**src/rtl/sccb_master_if.sv**
```systemverilog
// SCCB master bus bundle.
// Groups the request/response handshake with the camera sequencer and the
// SIO_C/SIO_D pad signals.
//   master modport : the SCCB master's view (drives req_ready, rsp_*, busy, sio_*)
//   slave  modport : the sequencer/pad side (drives req_*, sio_d_i)
interface sccb_master_if #(
  parameter int SUBADDR_BYTES = 1
);
  logic                       req_valid;
  logic                       req_ready;
  logic                       req_rw;
  logic [6:0]                 req_id;
  logic [8*SUBADDR_BYTES-1:0] req_addr;
  logic [7:0]                 req_wdata;
  logic                       rsp_valid;
  logic [7:0]                 rsp_rdata;
  logic                       rsp_nack;
  logic                       busy;
  logic                       sio_c;
  logic                       sio_d_o;
  logic                       sio_d_oe;
  logic                       sio_d_i;

  modport master (
    input  req_valid, req_rw, req_id, req_addr, req_wdata, sio_d_i,
    output req_ready, rsp_valid, rsp_rdata, rsp_nack, busy,
           sio_c, sio_d_o, sio_d_oe
  );

  modport slave (
    output req_valid, req_rw, req_id, req_addr, req_wdata, sio_d_i,
    input  req_ready, rsp_valid, rsp_rdata, rsp_nack, busy,
           sio_c, sio_d_o, sio_d_oe
  );
endinterface

```
**src/rtl/sccb_master.sv**
```systemverilog
// SCCB (OV7670-style) serial camera control bus master.
// Performs 3-phase register writes and 2-phase-write + 2-phase-read register
// reads. Every bit is four quarter periods of QUARTER_DIV clk cycles:
// Q0/Q1 with SIO_C low, Q2/Q3 with SIO_C high; SIO_D is sampled at Q2->Q3.
// Ports:
//   clk, reset : system clock, synchronous active-high reset
//   bus        : sccb_master_if.master (request/response handshake + pads)
module sccb_master #(
  parameter int QUARTER_DIV   = 125,
  parameter int SUBADDR_BYTES = 1,
  parameter bit CHECK_ACK     = 1'b0
) (
  input  logic          clk,
  input  logic          reset,
  sccb_master_if.master bus
);

  localparam int DIV_W = $clog2(QUARTER_DIV);
  localparam int AW    = 8 * SUBADDR_BYTES;

  typedef enum logic [2:0] {IDLE, START, BYTE, XBIT, STOP, GAP} state_t;

  state_t           state, state_nxt;
  logic [DIV_W-1:0] div_cnt;
  logic [1:0]       qtr;
  logic [2:0]       bit_idx;
  logic [1:0]       byte_idx;
  logic             phase_b;
  logic             rw_q;
  logic [6:0]       id_q;
  logic [AW-1:0]    addr_q;
  logic [7:0]       wdata_q;
  logic [7:0]       rx_sr;
  logic             nack_q;
  logic             rsp_valid_q;
  logic [7:0]       rsp_rdata_q;
  logic             rsp_nack_q;

  logic             tick, phase_end, accept, rx_byte, last_byte;
  logic [1:0]       last_qtr, last_idx;
  logic [AW-1:0]    addr_sh;
  logic [7:0]       tx_byte;
  logic             sio_c_c, sio_d_c, sio_oe_c;

  assign tick      = (div_cnt == DIV_W'(QUARTER_DIV - 1));
  assign accept    = bus.req_valid && (state == IDLE);
  // In the second (read) phase, byte 1 is the one the slave sends.
  assign rx_byte   = phase_b && (byte_idx == 2'd1);
  assign last_idx  = phase_b ? 2'd1 :
                     (rw_q ? 2'(SUBADDR_BYTES) : 2'(SUBADDR_BYTES + 1));
  assign last_byte = (byte_idx == last_idx);
  assign phase_end = tick && (qtr == last_qtr);

  always_comb begin
    last_qtr = 2'd3;
    case (state)
      START:   last_qtr = 2'd1;
      STOP:    last_qtr = 2'd2;
      default: last_qtr = 2'd3;
    endcase
  end

  // Byte 0 is the device address with the R/W flag, then the sub-address
  // bytes MSB first, then the write data.
  always_comb begin
    addr_sh = (byte_idx == 2'd2) ? (addr_q << 8) : addr_q;
    tx_byte = wdata_q;
    if (byte_idx == 2'd0)
      tx_byte = {id_q, phase_b};
    else if (byte_idx <= 2'(SUBADDR_BYTES))
      tx_byte = addr_sh[AW-1 -: 8];
  end

  always_comb begin
    state_nxt = state;
    sio_c_c   = 1'b1;
    sio_d_c   = 1'b1;
    sio_oe_c  = 1'b1;
    case (state)
      IDLE: if (bus.req_valid) state_nxt = START;
      START: begin
        sio_c_c = (qtr == 2'd0);
        sio_d_c = 1'b0;
        if (phase_end) state_nxt = BYTE;
      end
      BYTE: begin
        sio_c_c  = qtr[1];
        sio_d_c  = rx_byte | tx_byte[bit_idx];
        sio_oe_c = !rx_byte;
        if (phase_end && (bit_idx == 3'd0)) state_nxt = XBIT;
      end
      XBIT: begin
        // Released for the slave's don't-care bit; driven high as NA after a read byte.
        sio_c_c  = qtr[1];
        sio_oe_c = rx_byte;
        if (phase_end) state_nxt = last_byte ? STOP : BYTE;
      end
      STOP: begin
        sio_c_c = (qtr != 2'd0);
        sio_d_c = (qtr == 2'd2);
        if (phase_end) state_nxt = (rw_q && !phase_b) ? GAP : IDLE;
      end
      GAP: if (phase_end) state_nxt = START;
      default: state_nxt = IDLE;
    endcase
  end

  always_ff @(posedge clk) begin
    if (reset) state <= IDLE;
    else       state <= state_nxt;
  end

  always_ff @(posedge clk) begin
    if (reset) begin
      div_cnt     <= '0;
      qtr         <= '0;
      bit_idx     <= '0;
      byte_idx    <= '0;
      phase_b     <= 1'b0;
      rx_sr       <= '0;
      nack_q      <= 1'b0;
      rsp_valid_q <= 1'b0;
      rsp_rdata_q <= '0;
      rsp_nack_q  <= 1'b0;
    end else begin
      rsp_valid_q <= 1'b0;
      if (accept) begin
        rw_q     <= bus.req_rw;
        id_q     <= bus.req_id;
        addr_q   <= bus.req_addr;
        wdata_q  <= bus.req_wdata;
        div_cnt  <= '0;
        qtr      <= '0;
        bit_idx  <= 3'd7;
        byte_idx <= '0;
        phase_b  <= 1'b0;
        nack_q   <= 1'b0;
      end else if (state != IDLE) begin
        div_cnt <= tick ? '0 : div_cnt + DIV_W'(1);
        if (tick) begin
          qtr <= phase_end ? 2'd0 : qtr + 2'd1;
          // Sample SIO_D in the middle of the SIO_C high time.
          if (state == BYTE && qtr == 2'd2 && rx_byte)
            rx_sr <= {rx_sr[6:0], bus.sio_d_i};
          if (CHECK_ACK && state == XBIT && qtr == 2'd2 && !rx_byte && bus.sio_d_i)
            nack_q <= 1'b1;
          if (phase_end) begin
            case (state)
              BYTE: if (bit_idx != 3'd0) bit_idx <= bit_idx - 3'd1;
              XBIT: begin
                bit_idx  <= 3'd7;
                byte_idx <= byte_idx + 2'd1;
              end
              STOP: begin
                if (rw_q && !phase_b) begin
                  phase_b  <= 1'b1;
                  byte_idx <= '0;
                end else begin
                  rsp_valid_q <= 1'b1;
                  rsp_nack_q  <= nack_q;
                  if (rw_q) rsp_rdata_q <= rx_sr;
                end
              end
              default: ;
            endcase
          end
        end
      end
    end
  end

  assign bus.req_ready = (state == IDLE);
  assign bus.busy      = (state != IDLE);
  assign bus.rsp_valid = rsp_valid_q;
  assign bus.rsp_rdata = rsp_rdata_q;
  assign bus.rsp_nack  = rsp_nack_q;
  assign bus.sio_c     = sio_c_c;
  assign bus.sio_d_o   = sio_d_c;
  assign bus.sio_d_oe  = sio_oe_c;

endmodule

```
**src/flat_wrapper.sv**
```systemverilog
// flat-port wrapper written by rule: the top's interface ports become plain ports
module sccb_master_flat 
#(
  parameter int QUARTER_DIV   = 125,
  parameter int SUBADDR_BYTES = 1,
  parameter bit CHECK_ACK     = 1'b0
)
  (clk, reset, bus_req_valid, bus_req_rw, bus_req_id, bus_req_addr, bus_req_wdata, bus_sio_d_i, bus_req_ready, bus_rsp_valid, bus_rsp_rdata, bus_rsp_nack, bus_busy, bus_sio_c, bus_sio_d_o, bus_sio_d_oe);
  sccb_master_if #(.SUBADDR_BYTES(SUBADDR_BYTES)) bus_i ();
  input  logic clk;
  input  logic reset;
  input wire logic [$bits(bus_i.req_valid)-1:0] bus_req_valid;
  input wire logic [$bits(bus_i.req_rw)-1:0] bus_req_rw;
  input wire logic [$bits(bus_i.req_id)-1:0] bus_req_id;
  input wire logic [$bits(bus_i.req_addr)-1:0] bus_req_addr;
  input wire logic [$bits(bus_i.req_wdata)-1:0] bus_req_wdata;
  input wire logic [$bits(bus_i.sio_d_i)-1:0] bus_sio_d_i;
  output wire logic [$bits(bus_i.req_ready)-1:0] bus_req_ready;
  output wire logic [$bits(bus_i.rsp_valid)-1:0] bus_rsp_valid;
  output wire logic [$bits(bus_i.rsp_rdata)-1:0] bus_rsp_rdata;
  output wire logic [$bits(bus_i.rsp_nack)-1:0] bus_rsp_nack;
  output wire logic [$bits(bus_i.busy)-1:0] bus_busy;
  output wire logic [$bits(bus_i.sio_c)-1:0] bus_sio_c;
  output wire logic [$bits(bus_i.sio_d_o)-1:0] bus_sio_d_o;
  output wire logic [$bits(bus_i.sio_d_oe)-1:0] bus_sio_d_oe;
  assign bus_i.req_valid = bus_req_valid;
  assign bus_i.req_rw = bus_req_rw;
  assign bus_i.req_id = bus_req_id;
  assign bus_i.req_addr = bus_req_addr;
  assign bus_i.req_wdata = bus_req_wdata;
  assign bus_i.sio_d_i = bus_sio_d_i;
  assign bus_req_ready = bus_i.req_ready;
  assign bus_rsp_valid = bus_i.rsp_valid;
  assign bus_rsp_rdata = bus_i.rsp_rdata;
  assign bus_rsp_nack = bus_i.rsp_nack;
  assign bus_busy = bus_i.busy;
  assign bus_sio_c = bus_i.sio_c;
  assign bus_sio_d_o = bus_i.sio_d_o;
  assign bus_sio_d_oe = bus_i.sio_d_oe;
  sccb_master #(.QUARTER_DIV(QUARTER_DIV), .SUBADDR_BYTES(SUBADDR_BYTES), .CHECK_ACK(CHECK_ACK)) u_core (.clk(clk), .reset(reset), .bus(bus_i));
endmodule
```
**config.mk**
```make
export PLATFORM = sky130hd
export DESIGN_NAME = sccb_master_flat
export DESIGN_NICKNAME = d
export VERILOG_FILES = /design/src/rtl/sccb_master_if.sv /design/src/rtl/sccb_master.sv /design/src/flat_wrapper.sv
export SDC_FILE = /design/constraint.sdc
export NUM_CORES = 1
export LEC_CHECK = 0
export CAP_MARGIN = 20
export CORE_ASPECT_RATIO = 0.7
export CORE_MARGIN = 2
export CORE_UTILIZATION = 25
export CTS_BUF_LIST = sky130_fd_sc_hd__clkbuf_16
export CTS_CLUSTER_DIAMETER = 40
export DETAILED_ROUTE_END_ITERATION = 8
export GPL_TIMING_DRIVEN = 0
export SETUP_SLACK_MARGIN = 0.15
export SYNTH_ARGS = -nofsm -noshare
export SYNTH_HDL_FRONTEND = slang
export SYNTH_SLANG_ARGS = --single-unit
```
**constraint.sdc**
```tcl
create_clock -name clk -period 3.4 [get_ports clk]
set_clock_uncertainty 0.2 [all_clocks]
set_input_delay 0.68 -clock clk [delete_from_list [all_inputs] [get_ports clk]]
set_output_delay 0.68 -clock clk [all_outputs]
set_load 0.05 [all_outputs]
```
Word level (Yosys, flattened, before mapping)
Index checks and enable logic that the tools add are counted.
{ "word_totals": {"output_inout_bits": 15, "elab_cells": 109, "inputBits": 28, "ff_bits": 59} }
{ "op_classes": {"eq_ne": 19, "magnitude_cmp": 2, "bitwise_logic": 8, "n_addsub": 4, "n_reduce_logical": 32, "mux": 31} }
{ "ops": {"columns": ["operator", "count"], "rows": [
  ["$mux W3", 13],
  ["$mux W8", 3],
  ["$pmux W3 S6", 1],
  ["$reduce_and A5 Y1", 3],
  ["$ne A2 B1 Y1 const B", 6],
  ["$reduce_bool A2 Y1", 5],
  ["$reduce_bool A3 Y1", 3],
  ["$mux W2", 4],
  ["$pmux W2 S2", 2],
  ["$add A7 B1 Y7 const B", 1],
  ["$eq A7 B7 Y1 const B", 1],
  ["$logic_and A1 B1 Y1", 7],
  ["$mux W7", 1],
  ["$not A1 Y1", 7],
  ["$reduce_and A7 Y1", 1],
  ["$eq A3 B2 Y1 const B", 2],
  ["$eq A3 B3 Y1 const B", 2],
  ["$logic_not A3 Y1", 2],
  ["$pmux W1 S3", 2],
  ["$pmux W3 S2", 1],
  ["$reduce_and A6 Y1", 1],
  ["$reduce_or A6 Y1", 1],
  ["$add A2 B1 Y2 const B", 2],
  ["$eq A2 B2 Y1", 2],
  ["other kinds (17)", 23]
]} }

Logic depth before layout (Yosys ltp)
{ "depth": {"depth_word": 8, "depth_mapped": 8, "ltp_nobuf": 7} }

Least setup slack after synthesis
Ideal clock, no wire load.
{ "synth_path": {"kind": "register -> register", "startpoint": "register u_core.state[0]", "endpoint": "register u_core.addr_q[0], enable pin", "required_ns": 2.795, "arrival_time_ns": 3.312, "stages_incl_launch_ff": 5, "slack_ns": -0.517, "n_path_buf": 1, "period_less_slack_ns": 3.917, "setup_time_ns": 0.405, "cell_sequence": "dfxtp_1 > buf_6 > nor3_1 > nand2_1 > nor2_1"} }
{ "synth_between": {"elab_chain_cells": 3} }
{ "synth_rtl": {"columns": ["item", "line", "source"], "rows": [
  ["start, declared", "sccb_master.sv:23", "state_t state, state_nxt;"],
  ["start signal, assigned", "sccb_master.sv:110", "else state <= state_nxt;"],
  ["$logic_not A3 Y1", null, null],
  ["net bus_req_ready", "flat_wrapper.sv:18", "output wire logic [$bits(bus_i.req_ready)-1:0] bus_req_ready;"],
  ["$logic_and A1 B1 Y1", "sccb_master.sv:46", "assign accept = bus.req_valid && (state == IDLE);"],
  ["$reduce_and A2 Y1 (no line)", null, null],
  ["end signal, assigned", "sccb_master.sv:130", "addr_q <= bus.req_addr;"],
  ["end, declared", "sccb_master.sv:31", "logic [AW-1:0] addr_q;"]
]} }
The timed path passes the listed nets, and every way through them passes these cells.
A chain may end at the register's enable or synchronous reset.

Final worst setup path
{ "layout_path": {"startpoint": "register u_core.state[2]", "endpoint": "output bus_sio_d_oe"} }
{ "layout_between": {"elab_chain_cells": 2, "elab_cells_between_ends": 3, "classes_between": "2 x eq/ne; 1 x mux"} }
{ "layout_rtl": {"columns": ["item", "line", "source"], "rows": [
  ["$eq A3 B2 Y1", "sccb_master.sv:79", "case (state)"],
  ["$pmux W1 S2 (*)", "sccb_master.sv:79", null],
  ["end, declared", "flat_wrapper.sv:25", "output wire logic [$bits(bus_i.sio_d_oe)-1:0] bus_sio_d_oe;"]
]} }
Mark *: on every way between the ends. The rest lies on a longest branch, timed or not.

==> out/metrics.sh <==
WORSTHOLDSTART='u_core.div_cnt[1]'
CLKSINKCOUNT=59
YOSYS.AREA.TOP_TYPE='edfxtp_1'
DRT_PASS1_ITERATIONS=5
CRITPATHCAPTURETYPE='output pin'
PATH_CLASS='flip-flop to output pin'
LAYOUT.CELLS.MOST_COMMON='clkdlybuf4s50_1'
PLACED_AREA_UM2=3510
POST_DRT_VIA_CELL_RATIO=4.56
FINAL_MAX_SLEW_VIOL_COUNT=0
SYNTHCELLS=280
ASYNC_RESET_FF_SHARE_PCT=0
POSTSYNTH.TOPFLOPCELL='dfxtp_1'
LAYOUT-AREA-OVERHEAD-VS-SYNTH_PCT=31.5
DIE_Y_UM=93.8
SYNTH-SIMPLE-AREA-SHARE_PCT=18.1
DESIGN_POWER_TOTAL_mW=1.81
CP.ARRIVAL_NS=2.24
SYNTHADDERAREAFRAC_PCT=3.91
MUXSHAREOFSYNTHAREA_PCT=9.55
ANTENNADIODECOUNT=0
REGTOREGSETUPSLACK_NS=0.98
GRT_ANTENNA_BEFORE_REPAIR=0
DETAIL_ROUTE.DRC_VIOLATIONS=0
TRITONCTS='built'
WORST-SLEW-PIN-TRANSITION_NS=0.788
CTS_MAX_LEVEL=3
WORST_SETUP_HOLD_PATH_CLK_SLEW_NS=0.05
TIMING.FINAL.SETUP_VIOLATIONS=0
ANTENNA_LEFT=0
SYNTH_AREA_UM2=2880
SYNTH_COMPOUND_AREA_SHARE_PCT=12.6
DRTITER0DRC=171
VDD_DROP_MAX_mV=0.233
MAXCLOCKFREQUENCY_MHz=320
MIN-DELAY-PATH-CLASS='flip-flop to flip-flop'
TIMING.FINAL.CRIT_PERIOD_NS=3.12
GLOBAL_ROUTE.USAGE.TOTAL_PCT=11.6
FINALCRITPERIODSHARE_PCT=91.9
CTS_ROOT_BUFFER='clkbuf_16'
GRT_PASS1_VIAS=2197
YOSYS_WARNINGS=0
CAPTURING_POINT_OF_THE_WORST_REG2REG_PATH='u_core.addr_q[2]'
PLACE_CONGESTION=0.863
YOSYS-TOP-CELLS-AREA='edfxtp_1 (25%), dfxtp_1 (24%), mux2i_1 (8.0%)'
CTS_HOLD_REPAIR.BUFFERS=0
FILL_CELLS=1157
GRT_FIRST_PASS_WIRELENGTH_MM=11.2
ROW_COUNT=32
GRT_SETUP_UNREPAIRED='false'
TOTAL_DIE_AREA_UM2=12400
GR-TOTAL-OVERFLOW=0
CTS_MADE_BUFFERS=9
OUTCOME='complete, no violations'
CRITICAL_PATH.MAX_FANOUT=10
TOTAL_WIRE_LENGTH_MM=6.73
POSTCTSSETUPBUFFERS=0
SYNTH_SEQ_CELLS=59
WORST_EP_REQUIRED_TIME_NS=2.52
FINAL_NETS=370
FINALCOREUTILIZATION_PCT=34.0
PLACE.DETAILED.HPWL_MM=4.90
YS_SEQ_AREA_SHARE_PCT=49.3
LEAKAGEPOWER_nW=1.38
NUMBER_OF_ENABLE_FLIP_FLOP_CELLS_AFTER_SYNTHESIS=24
WORSTHOLDPATHCELLS=2
FIN_AREA_UM2=3790
MIN_TO='u_core.div_cnt[1]'
WORST_R2R_STARTPOINT='u_core.state[0]'
MAX_CAP_VIOLATIONS=0
SYNTH_XOR_AREA_SHARE_PCT=2.13
SYN-MEAN-INSTANCE-AREA_UM2=10.3
FRACTION_OF_FINAL_LAYOUT_CELLS_WITH_DRIVE_STRENGTH_GREATER_THAN_1_PCT=13.9
SYNTHDISTINCTLIBCELLS=55
CTSLONGESTPATHBUFFERS=2
WORSTREGTOREGCELLS=5
GRT_START_MAX_NET_PINS=15
CLKLATENCYLATEPIN_NS=0.33
BUFFERS_ADDED_ON_PORTS=41
FINAL_HOLD_VIOL_COUNT=0
CRITICAL_PATH.STARTPOINT_TYPE='flip-flop'
PLACEABLECOREAREA_UM2=11100
MAX-SLEW-MARGIN-REL_PCT=47.4
TOP_LEVEL_PORTS=43
WL_PER_CELL_UM=13.7
MAIN_COMBINATIONAL_CELL_FAMILY_BY_AREA_AFTER_SYNTHESIS='simple AND/OR/NAND/NOR gates'
POWER_PER_CELL_AREA_nW_PER_UM2=478
NUMBER_OF_VIAS_IN_THE_ROUTED_LAYOUT=2240
DIE_W_UM=132
SYN_NETS=317
INITIAL_CORE_UTIL_PCT=25.9
SYNTH_TOP_AREA_SHARE_PCT=25.0
MOSTFREQUENTLAYOUTCELLS='clkdlybuf4s50_1 (39), nor2_1 (37), dfxtp_1 (33), edfxtp_1 (24), mux2i_1 (23)'
power breakdown:
group          leakage [nW]  switching (mW)  internal [mW]
registers             0.506          0.0142          0.765
logic                 0.735           0.133          0.100
clock network         0.135           0.316          0.482
kinds of logic (layout without fill, tap and decap cells):
kind of cell | count (synthesis) | in the layout
and+or+nand+nor | 102 | 102
DFF | 59 | 59
AOI/OAI and AO/OA | 48 | 48
muxes | 27 | 27
buffers and inverters | 27 | 85
adders and majority gates | 9 | 9
xor gates and xnor gates | 7 | 7
other | 1 | 1
synth_stat cells, types with 2 or more instances:
| cell type | count |
|---|---|
| o211ai_1 | 2 |
| a21oi_1 | 11 |
| nand4_1 | 3 |
| edfxtp_1 | 24 |
| nor2_1 | 38 |
| or4b_4 | 2 |
| a2111oi_0 | 2 |
| and2_1 | 2 |
| and3_1 | 3 |
| nor2b_1 | 8 |
| o21ba_2 | 3 |
| clkbuf_1 | 7 |
| or3_1 | 3 |
| buf_6 | 2 |
| xor2_1 | 2 |
| nand3_1 | 7 |
| dfxtp_1 | 35 |
| nor4_1 | 2 |
| xnor2_1 | 5 |
| buf_2 | 3 |
| a31oi_1 | 3 |
| nor3_1 | 5 |
| ha_1 | 9 |
| nand2_1 | 19 |
| mux2i_1 | 23 |
| o21ai_0 | 9 |
| mux2_2 | 4 |
| a31o_2 | 2 |
| nor4b_1 | 2 |
| nor3b_1 | 3 |
| inv_1 | 13 |
final cells by class:
type,count,area [um2],area share (%)
well taps,153,191,5.05
repair buffers,42,425,11.2
clock buffers,9,225,5.94
inverters,14,52.6,1.39
multi-input cells,194,1360,35.9
plain buffers,13,75.1,1.98
clock inverters,7,37.5,0.990
flip-flops and latches,59,1420,37.6
flip-flops by register name, indices dropped and copies added (netlist names):
signal,cells
u_core.addr_q,8
u_core.bit_idx,3
u_core.bus.rsp_rdata,8
u_core.bus.rsp_valid,1
u_core.byte_idx,2
u_core.div_cnt,7
u_core.id_q,7
u_core.phase_b,1
u_core.qtr,2
u_core.rw_q,1
u_core.rx_sr,8
u_core.state,3
u_core.wdata_q,8
how the worst max path moves through the flow:
stage                             from                to  slack, ns
global route           u_core.state[0]      bus_sio_d_oe       0.16
global placement    u_core.byte_idx[0]       bus_sio_d_o      -0.17
CTS                 u_core.byte_idx[1]       bus_sio_d_o       0.06
finish                 u_core.state[2]      bus_sio_d_oe       0.28
detailed placement  u_core.byte_idx[1]       bus_sio_d_o      -0.17
floorplan              u_core.state[0]  u_core.addr_q[0]       0.15
metrics by stage:
step / TNS (ns) / worst slack (ns) / cells / hold WS [ns]
finish: 0 / 0.276 / 491 / 0.293
global route: 0 / 0.158 / 491 / 0.344
CTS: 0 / 0.0586 / 491 / 0.303
detailed placement: -0.172 / -0.172 / 475 / 0.288
global placement: -2.59 / -0.169 / 474 / 0.277
floorplan: 0 / 0.152 / 280 / 0.260
critical path, stage by stage, from the launching register on:
cell and delay [ns]:
dfxtp_1 0.47, clkbuf_1 0.35, nor2b_1 0.18, nand2_1 0.12
clkdlybuf4s50_1 0.80
layer usage:
layer	track usage [%]	routed length (um)	share of wire, %
met5	0	0	0
met2	16.5	2800	42
met4	4.57	82	1.2
met1	15.9	3440	51
met3	4.37	401	6.0
repair_timing:
action	CTS	global route
setup endpoints to repair	2	1
resized for setup	7	11
pin swaps	0	1
Power figures use the tool's default switching activity.
